--- src/rtl/commit_unit.sv ---
// In-order retirement stage: pops the ROB tail, writes the register file, releases stores, flushes on mispredict.
// Optional COMMIT_STATS_EN macro adds saturating retire/flush counters.
module commit_unit #(
  parameter int ROB_DEPTH     = 4,
  parameter int STORE_TIMEOUT = 255
) (
  input  logic                 clk,
  input  logic                 rst,
  input  logic                 rob_valid,
  input  logic                 rob_ready,
  input  logic [4:0]           commit_rd_s,
  input  logic [31:0]          commit_rd_v,
  input  logic [ROB_DEPTH-1:0] commit_rob,
  input  logic [6:0]           commit_opcode,
  input  logic [31:0]          commit_pc,
  input  logic                 flush_branch,
  input  logic [31:0]          pc_branch_target,
  input  logic [63:0]          order_branch_target,
  input  logic                 store_done,
  output logic                 rob_pop,
  output logic                 regfile_we,
  output logic [4:0]           regfile_rd_s,
  output logic [31:0]          regfile_rd_v,
  output logic [ROB_DEPTH-1:0] regfile_rob,
  output logic                 store_commit,
  output logic                 move_flush,
  output logic [31:0]          redirect_pc,
  output logic [63:0]          redirect_order,
  output logic [63:0]          commit_order,
  output logic                 store_hang,
  output logic [31:0]          stat_commits,
  output logic [31:0]          stat_flushes
);

  localparam logic [6:0] OP_STORE  = 7'b0100011;
  localparam logic [6:0] OP_BRANCH = 7'b1100011;
  localparam logic [6:0] OP_JAL    = 7'b1101111;
  localparam logic [6:0] OP_JALR   = 7'b1100111;

  localparam int             CNT_W        = $clog2(STORE_TIMEOUT + 1);
  localparam logic [CNT_W-1:0] CNT_MAX      = CNT_W'(STORE_TIMEOUT);
  localparam logic [CNT_W-1:0] TIMEOUT_LAST = CNT_W'(STORE_TIMEOUT - 1);

  typedef enum logic [1:0] {IDLE, STORE_REQ, STORE_WAIT, FLUSH} state_t;

  state_t           state_reg, state_next;
  logic [CNT_W-1:0] wait_cnt_reg;
  logic [31:0]      target_pc_reg;
  logic [63:0]      target_order_reg;
  logic [63:0]      order_reg;
  logic             hang_reg;
  logic             latch_flush;
  logic             take, is_store, is_branch, is_ctrl;

  // The retiring PC is carried for tracing only; nothing in retirement depends on it.
  logic unused_pc;
  assign unused_pc = ^commit_pc;

  assign take      = rob_valid && rob_ready;
  assign is_store  = (commit_opcode == OP_STORE);
  assign is_branch = (commit_opcode == OP_BRANCH);
  assign is_ctrl   = is_branch || (commit_opcode == OP_JAL) || (commit_opcode == OP_JALR);

  assign regfile_rd_s   = commit_rd_s;
  assign regfile_rd_v   = commit_rd_v;
  assign regfile_rob    = commit_rob;
  assign redirect_pc    = target_pc_reg;
  assign redirect_order = target_order_reg;
  assign commit_order   = order_reg;
  assign store_hang     = hang_reg;

  always_comb begin
    state_next   = state_reg;
    rob_pop      = 1'b0;
    regfile_we   = 1'b0;
    store_commit = 1'b0;
    move_flush   = 1'b0;
    latch_flush  = 1'b0;
    case (state_reg)
      IDLE: begin
        if (take) begin
          if (is_store) begin
            state_next = STORE_REQ;
          end else begin
            rob_pop    = 1'b1;
            regfile_we = (commit_rd_s != 5'd0) && !is_branch;
            if (is_ctrl && flush_branch) begin
              latch_flush = 1'b1;
              state_next  = FLUSH;
            end
          end
        end
      end
      STORE_REQ: begin
        store_commit = 1'b1;
        state_next   = STORE_WAIT;
      end
      STORE_WAIT: begin
        if (store_done) begin
          rob_pop    = 1'b1;
          state_next = IDLE;
        end
      end
      FLUSH: begin
        move_flush = 1'b1;
        state_next = IDLE;
      end
      default: state_next = IDLE;
    endcase
  end

  always_ff @(posedge clk) begin
    if (rst) begin
      state_reg        <= IDLE;
      wait_cnt_reg     <= '0;
      target_pc_reg    <= '0;
      target_order_reg <= '0;
      order_reg        <= '0;
      hang_reg         <= 1'b0;
    end else begin
      state_reg <= state_next;
      // Loading the restart order at the pop makes it visible during the flush cycle.
      if (latch_flush) begin
        target_pc_reg    <= pc_branch_target;
        target_order_reg <= order_branch_target;
        order_reg        <= order_branch_target;
      end else if (move_flush) begin
        order_reg <= target_order_reg;
      end else if (rob_pop) begin
        order_reg <= order_reg + 64'd1;
      end
      if (state_reg == STORE_REQ) begin
        wait_cnt_reg <= '0;
      end else if (state_reg == STORE_WAIT && !store_done) begin
        if (wait_cnt_reg != CNT_MAX) wait_cnt_reg <= wait_cnt_reg + 1'b1;
        if (wait_cnt_reg >= TIMEOUT_LAST) hang_reg <= 1'b1;
      end
    end
  end

`ifdef COMMIT_STATS_EN
  logic [31:0] commits_reg, flushes_reg;

  always_ff @(posedge clk) begin
    if (rst) begin
      commits_reg <= '0;
      flushes_reg <= '0;
    end else begin
      if (rob_pop && commits_reg != 32'hFFFF_FFFF) commits_reg <= commits_reg + 32'd1;
      if (move_flush && flushes_reg != 32'hFFFF_FFFF) flushes_reg <= flushes_reg + 32'd1;
    end
  end

  assign stat_commits = commits_reg;
  assign stat_flushes = flushes_reg;
`else
  assign stat_commits = '0;
  assign stat_flushes = '0;
`endif

endmodule

--- config.mk ---
export PLATFORM = sky130hd
export DESIGN_NAME = commit_unit
export DESIGN_NICKNAME = d
export VERILOG_FILES = /design/src/rtl/commit_unit.sv
export SDC_FILE = /design/constraint.sdc
export NUM_CORES = 1
export LEC_CHECK = 0
export ABC_AREA = 1
export ABC_CLOCK_PERIOD_IN_PS = 1600
export CORE_AREA = 2 2 173 175
export DETAILED_ROUTE_END_ITERATION = 10
export DIE_AREA = 0 0 175 177
export DONT_BUFFER_PORTS = 1
export GPL_ROUTABILITY_DRIVEN = 0
export GPL_TIMING_DRIVEN = 0
export PLACE_DENSITY_LB_ADDON = 0.15
export SLEW_MARGIN = 25
export SYNTH_ARGS = -nofsm -noshare
export SYNTH_HDL_FRONTEND = slang
export SYNTH_SLANG_ARGS = --single-unit
--- constraint.sdc ---
create_clock -name clk -period 1.6 [get_ports clk]
set_input_delay 0.32 -clock clk [delete_from_list [all_inputs] [get_ports clk]]
set_output_delay 0.32 -clock clk [all_outputs]
set_load 0.02 [all_outputs]
# Word level (Yosys, flattened, before mapping)
# Index checks and enable logic that the tools add are counted.
# Widths: inputs -> output; s select.
[word_totals]
output_inout_bits = 270
inputBits = 182
wordCells = 57
regBits = 171
[op_classes]
mux = 21
bitwise_logic = 1
reduce_logical = 15
n_addsub = 2
n_eq_ne = 11
magnitude_cmp = 1
[op_table]
columns = ["operator", "count"]
rows = [
  ["$mux 64", 3],
  ["$add 64x1->64 const B", 1],
  ["$eq 7x7->1 const B", 3],
  ["$mux 1", 12],
  ["$add 8x1->8 const B", 1],
  ["$ge 8x8->1 const B", 1],
  ["$mux 2", 4],
  ["$ne 8x8->1 const B", 1],
  ["$pmux 2 s4", 1],
  ["$eq 7x6->1 const B", 1],
  ["$reduce_and 3->1", 2],
  ["$reduce_bool 5->1", 1],
  ["$eq 2x2->1 const B", 2],
  ["$logic_and 1x1->1", 4],
  ["$ne 2x2->1 const B", 2],
  ["$ne 3x3->1 const B", 1],
  ["$reduce_bool 3->1", 1],
  ["$eq 2x1->1 const B", 1],
  ["$logic_not 1->1", 2],
  ["$logic_not 2->1", 1],
  ["$logic_or 1x1->1", 2],
  ["$pmux 1 s2", 1],
  ["$reduce_and 2->1", 1],
  ["$reduce_or 2->1", 1],
  ["$not 1->1", 1],
]

# Depth between registers and ports, before layout
[depth]
depth_word = 9
depth_mapped = 13
ltp_nobuf = 12

# Least setup slack after synthesis
# Ideal clock, no wire load.
[synth_path]
path_kind = "register to register"
start = "reg order_reg[1] (netlist: commit_order[1])"
end = "reg order_reg[32] (netlist: commit_order[32])"
setup_ps = 117
setup_slack_ps = -191
stages_incl_launch_ff = 11
synth_period_minus_slack_ps = 1791
t_required_ps = 1483
arrival_ps = 1673
path_buffers = 0
path_cell_list = "dfxtp_1 > ha_1 > nand2_2 > nor2_2 > nand2_2 > nor2_4 > nand2_1 > xor2_1 > nand2_1 > a21oi_1 > nor2_1"
[synth_via]
elab_chain_len = 4
[synth_rtl]
columns = ["element", "line_no", "source"]
rows = [
  ["start: declaration", "50", "logic [63:0] order_reg;"],
  ["start signal: assignment", "126", "order_reg <= order_branch_target;"],
  ["start signal: assignment", "128", "order_reg <= target_order_reg;"],
  ["start signal: assignment", "130", "order_reg <= order_reg + 64'd1;"],
  ["$add 64x1->64", "130", ""],
  ["$mux 64", "129", "end else if (rob_pop) begin"],
  ["$mux 64", "127", "end else if (move_flush) begin"],
  ["$mux 64", "123", "if (latch_flush) begin"],
]
# No other way between the ends. The select of a mux whose other input is x is not followed.
# A chain may end at the register's enable or synchronous reset.

# Final worst setup path
[layout_path]
start = "reg state_reg[1]"
end = "reg order_reg[49] (netlist: commit_order[49])"
[layout_via]
elab_chain_len = 4
word_cells_on_any_way = 9
classes_between = "eq/ne (2); mux (5); reduce/logical (2)"
[layout_rtl]
columns = ["element", "line_no", "source"]
rows = [
  ["start: declaration", "46", "state_t state_reg, state_next;"],
  ["start signal: assignment", "121", "state_reg <= state_next;"],
  ["$eq 2x2->1", "79", "case (state_reg)"],
  ["$mux 1", "79", ""],
  ["$mux 64", "127", ""],
  ["$mux 64", "123", ""],
]
# Several ways; a longest one is shown, not always the timed one.

==> out/metrics.yaml <==
grt_overflow: 0
hpwlAfterDp_um: 30800
syn-cell-area_um2: 9890
finalHoldViolCount: 0
ant_nets: 0
cp.buffers_inverters: 6
fin_crit_sh: 1.16
avgSynthCellArea_um2: 6.28
max_slew.worst_pin.slew_ns: 0.948
synthAdderAreaFrac: 0.00380
grt_pass1_vias: 9737
drv_slew: 0
max_freq_mhz: 540
slowest_delay_ns: 0.38
grt_pass1_wl_um: 59000
area.growth.synth_to_final_pct: 44.0
hold-worst-slack_ns: 0.00584
cts_buffers: 17
multiInputGateArea_um2: 6790
whs_path_depth: 2
fill_cells: 2926
first_pass_iters: 6
hold_class: "input port to flip-flop"
num-nets-final: 1922
cts_tree: "yes"
setup_violations: 158
netlist-cell-type-count: 37
critical_path_arrival_ns: 2.22
synth_edf_count: 0
drive_gt1_frac: 0.368
cap_viol_max_count: 0
start_util: 0.338
cts_buffer_depth: 2
crit_top_cell: "buf_12"
crit_slowest_cell: "dfxtp_4"
synth.mux.area_fraction: 0
via_per_inst: 5.07
powerDensity_nw_per_um2: 709
htree_levels: 4
drc_errors: 0
rsz0062_at_grt: "true"
crit_type: "flip-flop to flip-flop"
dieWidth_um: 175
worst-path-stages: 13
worstRegToRegCells: 13
vdd_drop_max_mv: 0.635
crit_path_max_fanout: 6
cp_cell_sequence: "nor2_4 > inv_2 > nor2_4 > buf_6 > nand3_4 > clkinv_8 > buf_12 > buf_12 > buf_12 > nand2_8 > nand2_4 > a21oi_2 > nor2_1"
antenna_found_initial: 0
ios: 452
critPathLaunchType: "flip-flop"
relSlewSlack: 0.368
status: "finished with violations"
io_buffers: 0
fin_ws_ns: -0.253
seq_area_um2: 3640
die_area_um2: 31000
core-area_um2: 29200
grt_start_max_net_pins: 17
synth_ff_type: "dfxtp_1"
clock_latency_ns: 0.45
grt_util_all_layers: 0.253
synth_top_family_by_area: "simple AND/OR/NAND/NOR gates"
place_ws_ns: -0.817
synth_xor_area_frac: 0.0133
p_leak_nw: 5.99
vias: 10800
synth_cells: 1574
violations: "negative setup slack"
clkSinkCount: 171
synth_warnings: 0
synth_compound_area_frac: 0.155
yosysSeqAreaShare: 0.346
yosys_register_bits: 171
clk_pin_slew_ns: 0.07
synthSimpleGateAreaFrac: 0.331
dieHeight_um: 177
skew_ns: 0.0142
wire_per_inst_um: 19.6
cpLargestDelayFamily: "buffers and inverters"
rows: 63
min_period_ns: 1.85
end_kind: "flip-flop"
drt_wl_total_um: 41800
drt-initial-drc-count: 775
diodes: 0
required_ns: 1.97
cts-root-buf: "clkbuf_16"
postSynth.asyncResetShare: 0
total_power_mw: 10.1
-- cells in the mapped netlist, drive strengths merged, types with 2 or more instances --
cell	number	area [um2]
ha	3	37.5
a211oi	2	15.0
nand3	54	275
nand4	9	56.3
nand3b	2	15.0
nor2	246	990
inv	103	387
xor2	9	78.8
a21oi	138	694
o21a	2	15.0
clkbuf	27	101
buf	141	990
nand2	490	1870
nor3	5	35.0
a31oi	6	37.5
o211ai	2	15.0
xnor2	6	52.6
dfxtp	171	3420
o21ai	149	746
nor4	3	18.8
clkinv	2	7.51
-- cell families after synthesis --
family / count (synthesis)
DFF: 171
adders and majority gates: 3
other: 1
AOI/OAI and AO/OA: 300
buffers and inverters: 273
xor gates and xnor gates: 15
and+or+nand+nor: 811
-- per-layer routing --
layer / global-route usage / up-vias / wire [um]
met5: 0 / - / 0
met4: 0.0865 / 0 / 1120
met3: 0.0848 / 59 / 3960
met2: 0.433 / 476 / 20400
met1: 0.295 / 5094 / 16400
li1: - / 5208 / -
-- worst paths after layout --
kind	start	endpoint	slack, ns
setup / recovery	state_reg[1]$_SDFFE_PP0P_	commit_order[49]$_SDFFE_PP0P_	-0.25
hold / removal	order_branch_target[60]	redirect_order[60]$_SDFFE_PP0P_	0.006
setup reg to reg	state_reg[1]$_SDFFE_PP0P_	commit_order[49]$_SDFFE_PP0P_	-0.25
hold reg to reg	wait_cnt_reg[5]$_SDFFE_PP0P_	wait_cnt_reg[5]$_SDFFE_PP0P_	0.50
-- what timing repair did --
action,4_1_cts,5_1_grt
resized for setup,396,306
endpoints found under the hold margin,6,11
hold buffers,6,11
endpoints found under the setup margin,165,166
setup buffers,38,19
cloned,8,5
pin swaps,72,86
-- per-stage QoR --
stage	cells	utilization	TNS, ns	area (um2)
floorplan	1637	-	-0.0115	10100
global placement	2027	0.364	-53.10	10600
detailed placement	2027	0.364	-55.59	10600
CTS	2110	0.440	-11.36	12900
global route	2139	0.487	-32.60	14200
finish	2139	0.487	-20.58	14200
-- worst reg2reg max path: cells and delay by family, from the launching register on --
family / cells / cell delay [ns]
buffers and inverters: 6 / 0.74
AND/OR/NAND/NOR: 6 / 0.65
flip-flops: 1 / 0.38
AO/OA/AOI/OAI: 1 / 0.03
-- layout by cell type, fill, tap and decap left out, types with 56 or more instances in the layout --
cell type  count
nand2_1      358
buf_4        147
dfxtp_4       56
a21oi_1       67
inv_1         94
o21ai_0      111
nor2_1       157
nand2_4       67
nand2_2       60
conb_1        64
dfxtp_1      108
a21oi_2       70
-- area by class of cell --
| type | instances | area share |
|---|---|---|
| Buffer | 167 | 0.0927 |
| Timing Repair Buffer | 82 | 0.0710 |
| Multi-Input combinational cell | 1193 | 0.477 |
| Sequential cell | 171 | 0.256 |
| Clock buffer | 17 | 0.0299 |
| Inverter | 105 | 0.0291 |
| Clock inverter | 14 | 0.00967 |
| Tap cell | 390 | 0.0343 |
-- where the power goes --
| group | total (mW) | switching [mW] | internal [mW] |
|---|---|---|---|
| registers | 4.74 | 0.393 | 4.34 |
| clock network | 4.14 | 1.96 | 2.17 |
| logic | 1.21 | 0.726 | 0.486 |
| total | 10.1 | 3.08 | 7.00 |
No activity file was read; power rests on OpenSTA's default activity.
